## src/rtl/mips_pkg.sv

```systemverilog
// mips_pkg: MIPS opcode, funct and ALU constants plus the ID/EX entry type
package mips_pkg;
  localparam int XLEN = 32;
  localparam int RLEN = 5;
  localparam logic [5:0] OP_RTYPE = 6'h00;
  localparam logic [5:0] OP_ADDI = 6'h08;
  localparam logic [5:0] OP_LW = 6'h23;
  localparam logic [5:0] OP_SW = 6'h2B;
  localparam logic [5:0] OP_BEQ = 6'h04;
  localparam logic [5:0] FN_ADD = 6'h20;
  localparam logic [5:0] FN_SUB = 6'h22;
  localparam logic [5:0] FN_AND = 6'h24;
  localparam logic [5:0] FN_OR = 6'h25;
  localparam logic [5:0] FN_SLT = 6'h2A;
  localparam logic [3:0] ALU_AND = 4'b0000;
  localparam logic [3:0] ALU_OR = 4'b0001;
  localparam logic [3:0] ALU_ADD = 4'b0010;
  localparam logic [3:0] ALU_SUB = 4'b0110;
  localparam logic [3:0] ALU_SLT = 4'b0111;
  typedef struct packed {
    logic            valid;
    logic [XLEN-1:0] opa;
    logic [XLEN-1:0] opb;
    logic [XLEN-1:0] imm;
    logic [XLEN-1:0] pc4;
    logic [RLEN-1:0] dst;
    logic [3:0]      alu_op;
    logic            alu_src;
    logic            reg_write;
    logic            mem_read;
    logic            mem_write;
    logic            branch;
    logic            illegal;
  } id_ex_t;
endpackage

```

## src/rtl/main_ctrl_decoder.sv

```systemverilog
// main_ctrl_decoder: combinational {op, funct} to control bits, alu_op and illegal flag
module main_ctrl_decoder
  import mips_pkg::*;
(
  input  logic [5:0] op,
  input  logic [5:0] funct,
  output logic [3:0] alu_op,
  output logic       alu_src,
  output logic       reg_write,
  output logic       mem_read,
  output logic       mem_write,
  output logic       branch,
  output logic       illegal,
  output logic       dst_rd,
  output logic       uses_rt
);
  logic rtype, r_ok, imm_add;
  always_comb begin
    rtype = op == OP_RTYPE;
    r_ok = rtype && (funct inside {FN_ADD, FN_SUB, FN_AND, FN_OR, FN_SLT});
    imm_add = op inside {OP_ADDI, OP_LW, OP_SW};
    illegal = !(r_ok || imm_add || op == OP_BEQ);
    alu_op = r_ok ? (funct == FN_SUB ? ALU_SUB : funct == FN_AND ? ALU_AND :
                     funct == FN_OR ? ALU_OR : funct == FN_SLT ? ALU_SLT : ALU_ADD) :
             imm_add ? ALU_ADD : op == OP_BEQ ? ALU_SUB : ALU_AND;
    alu_src = imm_add;
    reg_write = r_ok || op == OP_ADDI || op == OP_LW;
    mem_read = op == OP_LW;
    mem_write = op == OP_SW;
    branch = op == OP_BEQ;
    dst_rd = rtype;
    uses_rt = rtype || op == OP_SW || op == OP_BEQ;
  end
endmodule

```

## src/rtl/decode_stage.sv

```systemverilog
// decode_stage: MIPS ID stage with writeback bypass, load-use stall and ID/EX register
module decode_stage
  import mips_pkg::*;
#(
  parameter int DATA_W = 32,
  parameter int ADDR_W = 5
) (
  input  logic              clock,
  input  logic              reset,
  input  logic              instr_valid,
  input  logic [31:0]       instr,
  input  logic [DATA_W-1:0] pc_plus4,
  output logic              instr_ready,
  output logic [ADDR_W-1:0] raA,
  output logic [ADDR_W-1:0] raB,
  input  logic [DATA_W-1:0] rdA,
  input  logic [DATA_W-1:0] rdB,
  input  logic              wb_wen,
  input  logic [ADDR_W-1:0] wb_wa,
  input  logic [DATA_W-1:0] wb_wd,
  input  logic              flush,
  output logic              ex_valid,
  input  logic              ex_ready,
  output logic [DATA_W-1:0] ex_opA,
  output logic [DATA_W-1:0] ex_opB,
  output logic [DATA_W-1:0] ex_imm,
  output logic [DATA_W-1:0] ex_pc4,
  output logic [ADDR_W-1:0] ex_dst,
  output logic [3:0]        ex_alu_op,
  output logic              ex_alu_src,
  output logic              ex_reg_write,
  output logic              ex_mem_read,
  output logic              ex_mem_write,
  output logic              ex_branch,
  output logic              ex_illegal
);
  logic [ADDR_W-1:0] rs, rt, rd;
  logic [3:0] alu_op;
  logic alu_src, reg_write, mem_read, mem_write, branch, illegal, dst_rd, uses_rt;
  logic hazard, advance, unused;
  id_ex_t ex_q, ex_d;
  assign rs = instr[25:21];
  assign rt = instr[20:16];
  assign rd = instr[15:11];
  assign raA = rs;
  assign raB = rt;
  assign unused = ^instr[10:6];
  main_ctrl_decoder u_dec (
    .op(instr[31:26]),
    .funct(instr[5:0]),
    .alu_op(alu_op),
    .alu_src(alu_src),
    .reg_write(reg_write),
    .mem_read(mem_read),
    .mem_write(mem_write),
    .branch(branch),
    .illegal(illegal),
    .dst_rd(dst_rd),
    .uses_rt(uses_rt)
  );
  always_comb begin
    hazard = ex_q.valid && ex_q.mem_read && ex_q.dst != '0 &&
             (ex_q.dst == rs || (ex_q.dst == rt && uses_rt));
    advance = !ex_q.valid || ex_ready;
    instr_ready = advance && !hazard && !flush;
    ex_d.valid = 1'b1;
    ex_d.opa = (wb_wen && wb_wa == rs && wb_wa != '0) ? wb_wd : rdA;
    ex_d.opb = (wb_wen && wb_wa == rt && wb_wa != '0) ? wb_wd : rdB;
    ex_d.imm = {{(DATA_W-16){instr[15]}}, instr[15:0]};
    ex_d.pc4 = pc_plus4;
    ex_d.dst = !reg_write ? '0 : dst_rd ? rd : rt;
    ex_d.alu_op = alu_op;
    ex_d.alu_src = alu_src;
    ex_d.reg_write = reg_write && ex_d.dst != '0;
    ex_d.mem_read = mem_read;
    ex_d.mem_write = mem_write;
    ex_d.branch = branch;
    ex_d.illegal = illegal;
  end
  // instr_ready already excludes flush and hazard, so any non-transfer advance drains to a bubble
  always_ff @(posedge clock)
    if (reset) ex_q <= '0;
    else if (instr_valid && instr_ready) ex_q <= ex_d;
    else if (flush || advance) ex_q.valid <= 1'b0;
  assign ex_valid = ex_q.valid;
  assign ex_opA = ex_q.opa;
  assign ex_opB = ex_q.opb;
  assign ex_imm = ex_q.imm;
  assign ex_pc4 = ex_q.pc4;
  assign ex_dst = ex_q.dst;
  assign ex_alu_op = ex_q.alu_op;
  assign ex_alu_src = ex_q.alu_src;
  assign ex_reg_write = ex_q.reg_write;
  assign ex_mem_read = ex_q.mem_read;
  assign ex_mem_write = ex_q.mem_write;
  assign ex_branch = ex_q.branch;
  assign ex_illegal = ex_q.illegal;
endmodule
```

## config.mk

```make
export PLATFORM = sky130hd
export DESIGN_NAME = decode_stage
export DESIGN_NICKNAME = d
export VERILOG_FILES = /design/src/rtl/mips_pkg.sv /design/src/rtl/main_ctrl_decoder.sv /design/src/rtl/decode_stage.sv
export SDC_FILE = /design/constraint.sdc
export NUM_CORES = 1
export LEC_CHECK = 0
export CAP_MARGIN = 20
export CORE_ASPECT_RATIO = 0.6
export CORE_MARGIN = 5
export CORE_UTILIZATION = 40
export DETAILED_ROUTE_END_ITERATION = 8
export PLACE_DENSITY = 0.8
export SLEW_MARGIN = 20
export SYNTH_ARGS = -nofsm -noshare
export SYNTH_HDL_FRONTEND = slang
export SYNTH_SLANG_ARGS = --single-unit
```

## constraint.sdc

```tcl
create_clock -name clock -period 2.6 [get_ports clock]
set_input_delay 0.39 -clock clock [delete_from_list [all_inputs] [get_ports clock]]
set_output_delay 0.39 -clock clock [all_outputs]
set_load 0.02 [all_outputs]
```

==> impl_results.md, run 1 <==
* WP data required at between 2 and 3 ns
* # H-tree levels at 4
* Final period util at 0.9526
* Hold path depth at 2
* Tmin final at ~2.5 ns
* Final #Nets at roughly 1100
* Number of cell rows at 34
* I/O pin cnt at around 330
* Post-synthesis cell area at ~6000 um^2
* Worst r2r src: ex_dst[0]
* CP Max Fanout at 58
* Area leader, netlist: dfxtp_1
* Register area share after synthesis at 0.4178
* Num CTS Buffers at 17
* Max clock buf depth at 2
* Maximum VDD drop at 0.4433 mV
* CP Launch Type: register
* Via Count at roughly 6300
* Outcome: finished, final reports clean
* Crit. End Element: register
* Synth area leaders: dfxtp_1, a21oi_1, mux2i_1
* Worst clock skew at 0.01010 ns
* Crit path cell chain: or4_1, o211ai_2, buf_4, o31a_2, buf_12, nand2_1, a32o_1
* Die Wd at 169.2 um
* GRT Util Overall at 0.2404
* Detailed-placement wirelength estimate at between 15000 and 20000 um
* Critical Path Slowest Stage Cell: or4_1
* First-pass GRT wire length at roughly 35000 um
* Fmax at just over 0.4 GHz
* Starting Density at 0.4134
* DR WL/cell at about 19 um
* Max-slew headroom at 0.5871
* Number of synthesized flops with an enable pin at 0
* Pre-CTS WS at -0.4963 ns
* Critical path's largest stage delay at around 0.53 ns
* Final setup vio count at 0
* Worst-path clk slew at about 0.060 ns
* Initial DRC Count at between 500 and 600
* IO buf count at 324
* Pin count of the biggest net entering global routing at 64
* Via density at around 5.4
* Total iterations of the first detailed-routing run at 5
* Post CTS Setup Buffer Count at 0
* # Max-Cap Violations at 0
* Flops & latches, synth at roughly 130
* Slack of the critical path at between 0.1 and 0.15 ns
* CORE AREA at around 15000 um^2
* Max-slew violations at 0
* Total Power at slightly below 6000 uW
* Antenna violations before repair at 1
* Die area at about 18000 um^2
* Synth top area share at 0.4178
* Fin. Hold Viols at 0
* Synthesized Nets at about 850
* Clk_lat worst skew at approximately 0.40 ns
* Final wirelength at between 20000 and 25000 um
* RSZ-0062 raised after global routing: false
* CTS root buf: clkbuf_16
* R2r setup slk at 0.12 ns
* CTS Sinks at between 100 and 150
* Vias in the first global route at between 6000 and 7000
* Pleak at between 0.003 and 0.004 uW
* Area grow syn2layout at 66.75%
* Synth cell types at between 40 and 50
* Gpl congestion at approximately 0.84
* Data arrival time of the critical path at around 2.8 ns
* Setup CP Type: register to register
* Reg2reg path depth at 7
* Startpoint of the worst hold path: reset
* Syn_area_per_cell at approximately 8.9 um^2
* Share of layout cells above drive strength 1 at 0.08452
* Primary FF master, synth: dfxtp_1
* P per Cell Area at between 500 and 600 nW/um^2
* Die Y at around 110 um
* Synth warn at 0
* Worst R2R End: ex_alu_op[1]
* CTS tree: yes
* FFs w/ async S/R, synth at 0
* WHS at 0.4056 ns
* Gr ovfl total at 0
* ANT nets after route at 0
* Syn Inst Count at 680
* Worst Tran Pin Value at approximately 0.61 ns
* Worst min-delay path category: input pin to register
* Worst hold endpoint: ex_pc4[30]
* DR DRC count at 0
[cells by family after synthesis]
logic type | count (synthesis) | synth area share
AOI/OAI and AO/OA | 272 | 0.2620
DFF | 127 | 0.4178
muxes | 64 | 0.1053
buffers and inverters | 102 | 0.09871
xor gates and xnor gates | 20 | 0.02879
other | 1 | 0.0006163
and+or+nand+nor | 94 | 0.08678
[critical path: cells and delay by family, from the launching register on]
kind | cells | cell delay [ns]
buffers and inverters | 2 | 0.48
DFF | 1 | 0.32
AOI/OAI and AO/OA | 3 | 0.82
and+or+nand+nor | 2 | 0.71
[power breakdown]
| group | total, uW | switching [uW] | internal (uW) |
|---|---|---|---|
| clock network | 2590 | 863 | 1730 |
| registers | 2120 | 61.9 | 2060 |
| logic | 1180 | 552 | 630 |
| total | 5890 | 1480 | 4420 |
[cell usage after synthesis, types with 5 or more instances]
cell      number
clkbuf_1      24
buf_6          6
nor2_1         9
inv_1          8
buf_4         37
nand3_1       53
xnor2_1       15
dfxtp_1      127
mux2i_1       64
xor2_1         5
a211oi_1      70
a21oi_1      131
o21ai_0       56
buf_2         27
[flip-flops by register name, summed over array words and instances (netlist names), 3 cells and up]
signal and flops:
ex_imm 16, ex_opB 32, ex_dst 5, ex_alu_op 3, ex_opA 32, ex_pc4 32
[worst max-delay path by stage]
stage,from,to,cells after the start
after floorplan,ex_dst[0],instr_ready,6
after global placement,instr[31],ex_opB[26],8
after detailed placement,instr[31],ex_opB[22],8
after CTS,ex_dst[0],instr_ready,5
after global routing,ex_dst[0],ex_alu_op[1],7
final,ex_dst[0],ex_alu_op[1],7
[area by class of cell]
class / count / area, um^2
clock inverters: 10 / 185.2
well taps: 198 / 247.7
repair buffers: 365 / 3681
inverters: 8 / 30.03
diodes: 1 / 2.502
fillers: 1168 / 4573
flip-flops and latches: 127 / 2542
multi-input cells: 451 / 3007
clock buffers: 21 / 450.4
[repair_timing]
action	4_1_cts	5_1_grt
endpoints found under the setup margin	65	70
hold buffers	0	0
gates resized for setup	3	7
pin swaps	0	0
[layout by cell type, fill, tap and decap left out, drive strengths merged, types with 3 or more instances in the layout]
cell and instances:
a211oi 70, a21oi 131, buf 41, bufinv 5
clkbuf 22, clkdlybuf4s50 322, clkinv 3, dfxtp 127
inv 9, mux2i 64, nand3 53, nand4 3
nor2 10, nor2b 4, nor3 4, nor4 5
o21ai 57, or4 4, xnor2 15, xor2 5
[layer usage]
layer	up-vias	track usage	routed length [um]
met4	0	0.06318	389
li1	3077	-	-
met5	-	0	0
met1	2970	0.3073	9723
met3	25	0.08941	2077
met2	265	0.3849	10410
[through the flow]
stage / area (um^2) / std cells / TNS [ns] / util
6_report: 10150 / 1181 / 0 / 0.6893
5_1_grt: 10150 / 1181 / 0 / 0.6893
4_1_cts: 10110 / 1180 / 0 / 0.6871
3_5_place_dp: 9467 / 1149 / -40.31 / 0.6431
3_3_place_gp: 9467 / 1149 / -26.23 / 0.6431
2_1_floorplan: 6091 / 680 / 0 / -
No activity file was read; power rests on OpenSTA's default activity.
==> run 2: changes to the inputs <==
--- a/config.mk
+++ b/config.mk
@@ -6,11 +6,14 @@
 export NUM_CORES = 1
 export LEC_CHECK = 0
 export CAP_MARGIN = 20
+export CELL_PAD_IN_SITES_DETAIL_PLACEMENT = 1
+export CELL_PAD_IN_SITES_GLOBAL_PLACEMENT = 1
 export CORE_ASPECT_RATIO = 0.6
 export CORE_MARGIN = 5
-export CORE_UTILIZATION = 40
+export CORE_UTILIZATION = 28
 export DETAILED_ROUTE_END_ITERATION = 8
-export PLACE_DENSITY = 0.8
+export PLACE_DENSITY = 0.79
+export SETUP_SLACK_MARGIN = 0.15
 export SLEW_MARGIN = 20
 export SYNTH_ARGS = -nofsm -noshare
 export SYNTH_HDL_FRONTEND = slang
==> run 2 against run 1 <==
Effect of this change:
- clock power shrank 4%
- via count grew 4.2%
- sequential share of layout area shrank 1.0 points
- maximum frequency shrank 1.3%
- total power shrank 0.20%
- global-route usage shrank 3.2 points
- die area grew 39%
- combinational power grew 8%
- sequential power is essentially flat
- wire length grew 22%
- non-clock buffer count grew 25
- worst hold slack lost 0.021 ns
==> impl_results.md, run 2 (synthesized netlist as in run 1, its figures left out) <==
* ANT nets after route at 0
* Antenna violations before repair at 0
* Fin. Hold Viols at 0
* Max-slew headroom at 0.5510
* Initial DRC Count at approximately 240
* Pin count of the biggest net entering global routing at 65
* Max-slew violations at 0
* # fillers at between 2000 and 2500
* Area grow syn2layout at 74.21%
* Setup TNS at 0 ns
* GRT Util Overall at 0.2088
* Gpl congestion at ~0.77
* CORE AREA at between 20000 and 25000 um^2
* Crit. End Element: primary output
* # Max-Cap Violations at 0
* Hold Buf Count CTS at 0
* Die area at 24880 um^2
* Vias in the first global route at around 6800
* Commonest non-fill, non-tap cell in the layout: clkdlybuf4s50_1
* Most frequent cells in the layout: clkdlybuf4s50_1, a21oi_1, dfxtp_1
* Setup CP Type: register to primary output
* Tmin final at approximately 2.5 ns
* # H-tree levels at 4
* Fmax at 0.3986 GHz
* Data arrival time of the critical path at between 2 and 2.5 ns
* CTS tree: yes
* Max clock buf depth at 2
* Final period util at 0.9649
* Final #Nets at ~1200
* CP Launch Type: register
* First-pass GRT wire length at a little over 40000 um
* Gr ovfl total at 0
* Worst Tran Pin Value at between 0.6 and 0.7 ns
* Share of layout cells above drive strength 1 at 0.1190
* Final wirelength at approximately 28000 um
* Via Count at around 6600
* Post-DP Area at 9779 um^2
* I/O pin cnt at approximately 330
* Pleak at about 0.0036 uW
* Outcome: finished, final reports clean
* P per Cell Area at approximately 550 nW/um^2
* Clk_lat worst skew at 0.42 ns
* Detailed-placement wirelength estimate at approximately 20000 um
* Worst clock skew at approximately 0.0044 ns
* Die Y at roughly 120 um
* DR DRC count at 0
* CTS root buf: clkbuf_16
* Cell area after layout at ~11000 um^2
* Final setup vio count at 0
* Worst min-delay path category: input pin to register
* CP Max Fanout at 2
* CTS Sinks at about 130
* WP data required at approximately 2.2 ns
* Worst-path clk slew at 0.06 ns
* RSZ-0062 raised after global routing: true
* IO buf count at approximately 320
* Via density at between 5 and 6
* Maximum VDD drop at ~0.42 mV
* R2r setup slk at 0.17 ns
* Diodes inserted at 0
* Total iterations of the first detailed-routing run at 4
* Die Wd at roughly 200 um
* Starting Density at 0.2872
* Num CTS Buffers at 17
* DR WL/cell at around 21 um
* Number of cell rows at a little over 40
run 2: final timing paths:
check / from / end / depth (start not counted)
worst min register to register: ex_imm[7] / ex_imm[7] / 2
worst max register to register: ex_dst[0] / ex_opA[27] / 10
worst min-delay path: reset / ex_imm[0] / 2
worst max-delay path: ex_dst[0] / instr_ready / 6
run 2: report_power, final:
group,switching (uW),internal (uW),total [uW]
sequential,65.2,2060,2130
clock,902,1580,2480
combinational,600,674,1270
run 2: metrics by stage:
stage          total power [uW]  setup WS [ns]  hold slack [ns]  utilization  instances
4_1_cts                    5920        0.04236           0.3626       0.4937       1282
3_3_place_gp               3375        -0.3829           0.4595       0.4616       1247
6_report                   5881        0.09116           0.3849       0.5003       1287
5_1_grt                    6123        0.02857           0.3677       0.5003       1287
2_1_floorplan              2689         0.1710           0.5369            -        680
3_5_place_dp               3401        -0.4023           0.4679       0.4616       1247
run 2: timing repair:
item,in CTS,in global routing
cloned,1,2
setup buffers,2,3
resized for setup,10,12
endpoints found under the setup margin,12,91
pin swaps,5,6
run 2: layout make-up:
type                       instances  area [um^2]  area share
clock buffer                      22        474.2     0.04474
sequential                       127         2546      0.2402
timing repair buffer             390         4001      0.3775
multi-input combinational        451         3064      0.2891
tap                              279        349.1     0.03293
inverter                           8        30.03    0.002833
clock inverter                    10        135.1     0.01275
run 2: routing by layer:
layer,part of all wire,track usage,vias to the layer above
met5,0,0,-
met4,0.011,0.04768,0
met3,0.071,0.07520,23
met2,0.45,0.3345,202
met1,0.46,0.2730,3255
li1,-,-,3126
run 2: critical path, stage by stage, from the launching register on:
cell and delay [ns]:
dfxtp_2 0.32, or4_4 0.54, o211ai_4 0.18, nor3_2 0.05, buf_4 0.14, nor4_4 0.27, buf_4 0.20
==> run 3: changes to the inputs <==
--- a/config.mk
+++ b/config.mk
@@ -10,9 +10,10 @@
 export CELL_PAD_IN_SITES_GLOBAL_PLACEMENT = 1
 export CORE_ASPECT_RATIO = 0.6
 export CORE_MARGIN = 5
-export CORE_UTILIZATION = 28
+export CORE_UTILIZATION = 29
+export CTS_BUF_LIST = sky130_fd_sc_hd__clkbuf_4 sky130_fd_sc_hd__clkbuf_8
 export DETAILED_ROUTE_END_ITERATION = 8
-export PLACE_DENSITY = 0.79
+export PLACE_DENSITY = 0.82
 export SETUP_SLACK_MARGIN = 0.15
 export SLEW_MARGIN = 20
 export SYNTH_ARGS = -nofsm -noshare
==> run 3 against run 2 <==
Effect of this change:
- worst hold slack better by 0.097 ns
- utilization down 1.3 points
- combinational power down 3%
- count of clock-buffer cells in the layout up 3
- critical path depth up 1
- total power down 12%
- flip-flop and latch count unchanged
- register-to-register slack worse by 0.03 ns
- critical path type is now input pin to primary output
- critical endpoint unchanged
==> impl_results.md, run 3 (synthesized netlist as in run 1, its figures left out) <==
* Starting Density at 0.2921
* # Max-Cap Violations at 0
* Fmax at approximately 0.4 GHz
* Final period util at 0.9600
* IO buf count at 324
* Cell mode on critical path: buf_4
* Fin. Hold Viols at 0
* Via density at between 5 and 6
* Final setup vio count at 0
* Pre-CTS WS at -0.4673 ns
* Critical Path Slowest Stage Cell: clkdlybuf4s50_1
* Final Core Density at 0.4878
* Data arrival time of the critical path at 2.11 ns
* ANT nets after route at 0
* I/O pin cnt at 326
* Sequential share of power at 0.411
* P_sw at ~1500 uW
* Cell internal pwr at ~3700 uW
* Detailed-placement wirelength estimate at 19130 um
* Pleak at approximately 0.0034 uW
* CP delay by family, top: buffers and inverters
* Max-slew violations at 0
* Worst clock skew at roughly 0.014 ns
* P per Cell Area at approximately 510 nW/um^2
* # H-tree levels at 4
* Slack of the critical path at slightly above 0.1 ns
* Area grow syn2layout at 66.97%
* Most frequent cells in the layout: clkdlybuf4s50_1, a21oi_1, dfxtp_1
* Final wirelength at approximately 27000 um
* Clk network pwr share at 0.350
* CP Max Fanout at 4
* Die Y at 122.2 um
* Die area at about 24000 um^2
* Total Power at 5162 uW
* Number of cell rows at 41
* Worst r2r src: ex_dst[3]
* Crit path cell chain: clkdlybuf4s50_1, and3_1, a31oi_2, nor4b_4, buf_4, nor4_4, buf_4
* Via Count at approximately 6600
* First-pass GRT wire length at 39340 um
* Clk_lat worst skew at between 0.4 and 0.5 ns
* WHS at approximately 0.48 ns
* Hold path depth at 2
* Max clock buf depth at 2
* Reg2reg path depth at 7
* Setup CP Type: input pin to primary output
* Vias in the first global route at about 6800
* Post-DP Area at 9654 um^2
* Startpoint of the worst hold path: ex_pc4[18]
* Worst min-delay path category: register to register
* Cell area after layout at between 10000 and 15000 um^2
* Combinational power share at 0.239
* Gpl congestion at 0.8024
* Outcome: finished, final reports clean
* Switch share at 0.2818
* Buffers plus inverters on the worst setup path at 3
* Num CTS Buffers at 17
* Crit. End Element: primary output
* Gr ovfl total at 0
* Worst-path clk slew at roughly 0.070 ns
* GRT Util Overall at 0.2076
* CTS tree: yes
* Commonest non-fill, non-tap cell in the layout: clkdlybuf4s50_1
* Hold Buf Count CTS at 0
* CP Launch Type: input pin
* DR WL/cell at ~21 um
* Worst hold endpoint: ex_pc4[18]
* Worst Tran Pin Value at 0.6584 ns
* Critical path's largest stage delay at between 0.5 and 0.6 ns
* Max-slew headroom at 0.5611
* Pin count of the biggest net entering global routing at 65
* R2r setup slk at 0.14 ns
* RSZ-0062 raised after global routing: true
* Die Wd at 197 um
* Maximum VDD drop at 0.2567 mV
* Share of layout cells above drive strength 1 at 0.1008
* Worst R2R End: ex_opA[28]
* # fillers at between 2000 and 2500
* CTS root buf: clkbuf_8
* CTS Sinks at 127
* Tmin final at around 2.5 ns
* Final #Nets at approximately 1200
* Antenna violations before repair at 1
* CP Launch Point: instr[27]
* DR DRC count at 0
* CORE AREA at approximately 21000 um^2
* WP data required at between 2 and 2.5 ns
* Initial DRC Count at about 270
* Total iterations of the first detailed-routing run at 4
==> run 3: area by class of cell <==
type | count | area (um^2) | share of cell area
Timing Repair Buffer | 375 | 3786 | 0.3727
Antenna cell | 1 | 2.502 | 0.0002463
Sequential cell | 127 | 2545 | 0.2505
Inverter | 8 | 30.03 | 0.002956
Clock inverter | 6 | 80.08 | 0.007882
Clock buffer | 25 | 325.3 | 0.03202
Tap cell | 279 | 349.1 | 0.03436
Multi-Input combinational cell | 451 | 3042 | 0.2994
==> run 3: worst min-delay path, stage by stage, from the launching register on <==
cell and delay, ns:
dfxtp_1 0.31, o21ai_0 0.07, a21oi_1 0.06
==> run 3: stage by stage <==
| step | cells | setup TNS [ns] |
|---|---|---|
| finish | 1272 | 0 |
| global route | 1272 | 0 |
| CTS | 1269 | 0 |
| detailed placement | 1237 | -32.90 |
| global placement | 1237 | -26.79 |
| floorplan | 680 | 0 |
==> run 3: per-layer routing <==
layer / vias to the layer above / track usage / part of all wire
met2: 225 / 0.3270 / 0.45
li1: 3099 / - / -
met1: 3219 / 0.2727 / 0.46
met3: 24 / 0.07518 / 0.081
met4: 0 / 0.05065 / 0.013
met5: - / 0 / 0
==> run 3: power by group through the flow <==
| stage | Clock [uW] | Combinational (uW) | Sequential, uW |
|---|---|---|---|
| 2_1_floorplan | 0 | 392 | 2300 |
| 3_3_place_gp | 0 | 1200 | 2160 |
| 3_5_place_dp | 0 | 1220 | 2160 |
| 4_1_cts | 1860 | 1230 | 2120 |
| 5_1_grt | 1950 | 1310 | 2140 |
| 6_report | 1810 | 1230 | 2120 |
==> run 3: worst max path at each step <==
stage                        endpoint  slack, ns  depth (start not counted)
after CTS                 instr_ready       0.09                          6
final                     instr_ready       0.10                          7
after floorplan           instr_ready       0.17                          6
after detailed placement  instr_ready      -0.47                          7
after global placement    instr_ready      -0.42                          7
after global routing      instr_ready      0.001                          6
==> run 3: timing repair <==
action	4_1_cts	5_1_grt
setup buffers	1	1
gates resized for setup	13	4
endpoints found under the setup margin	67	50
cloned	0	1
pin swaps	4	1
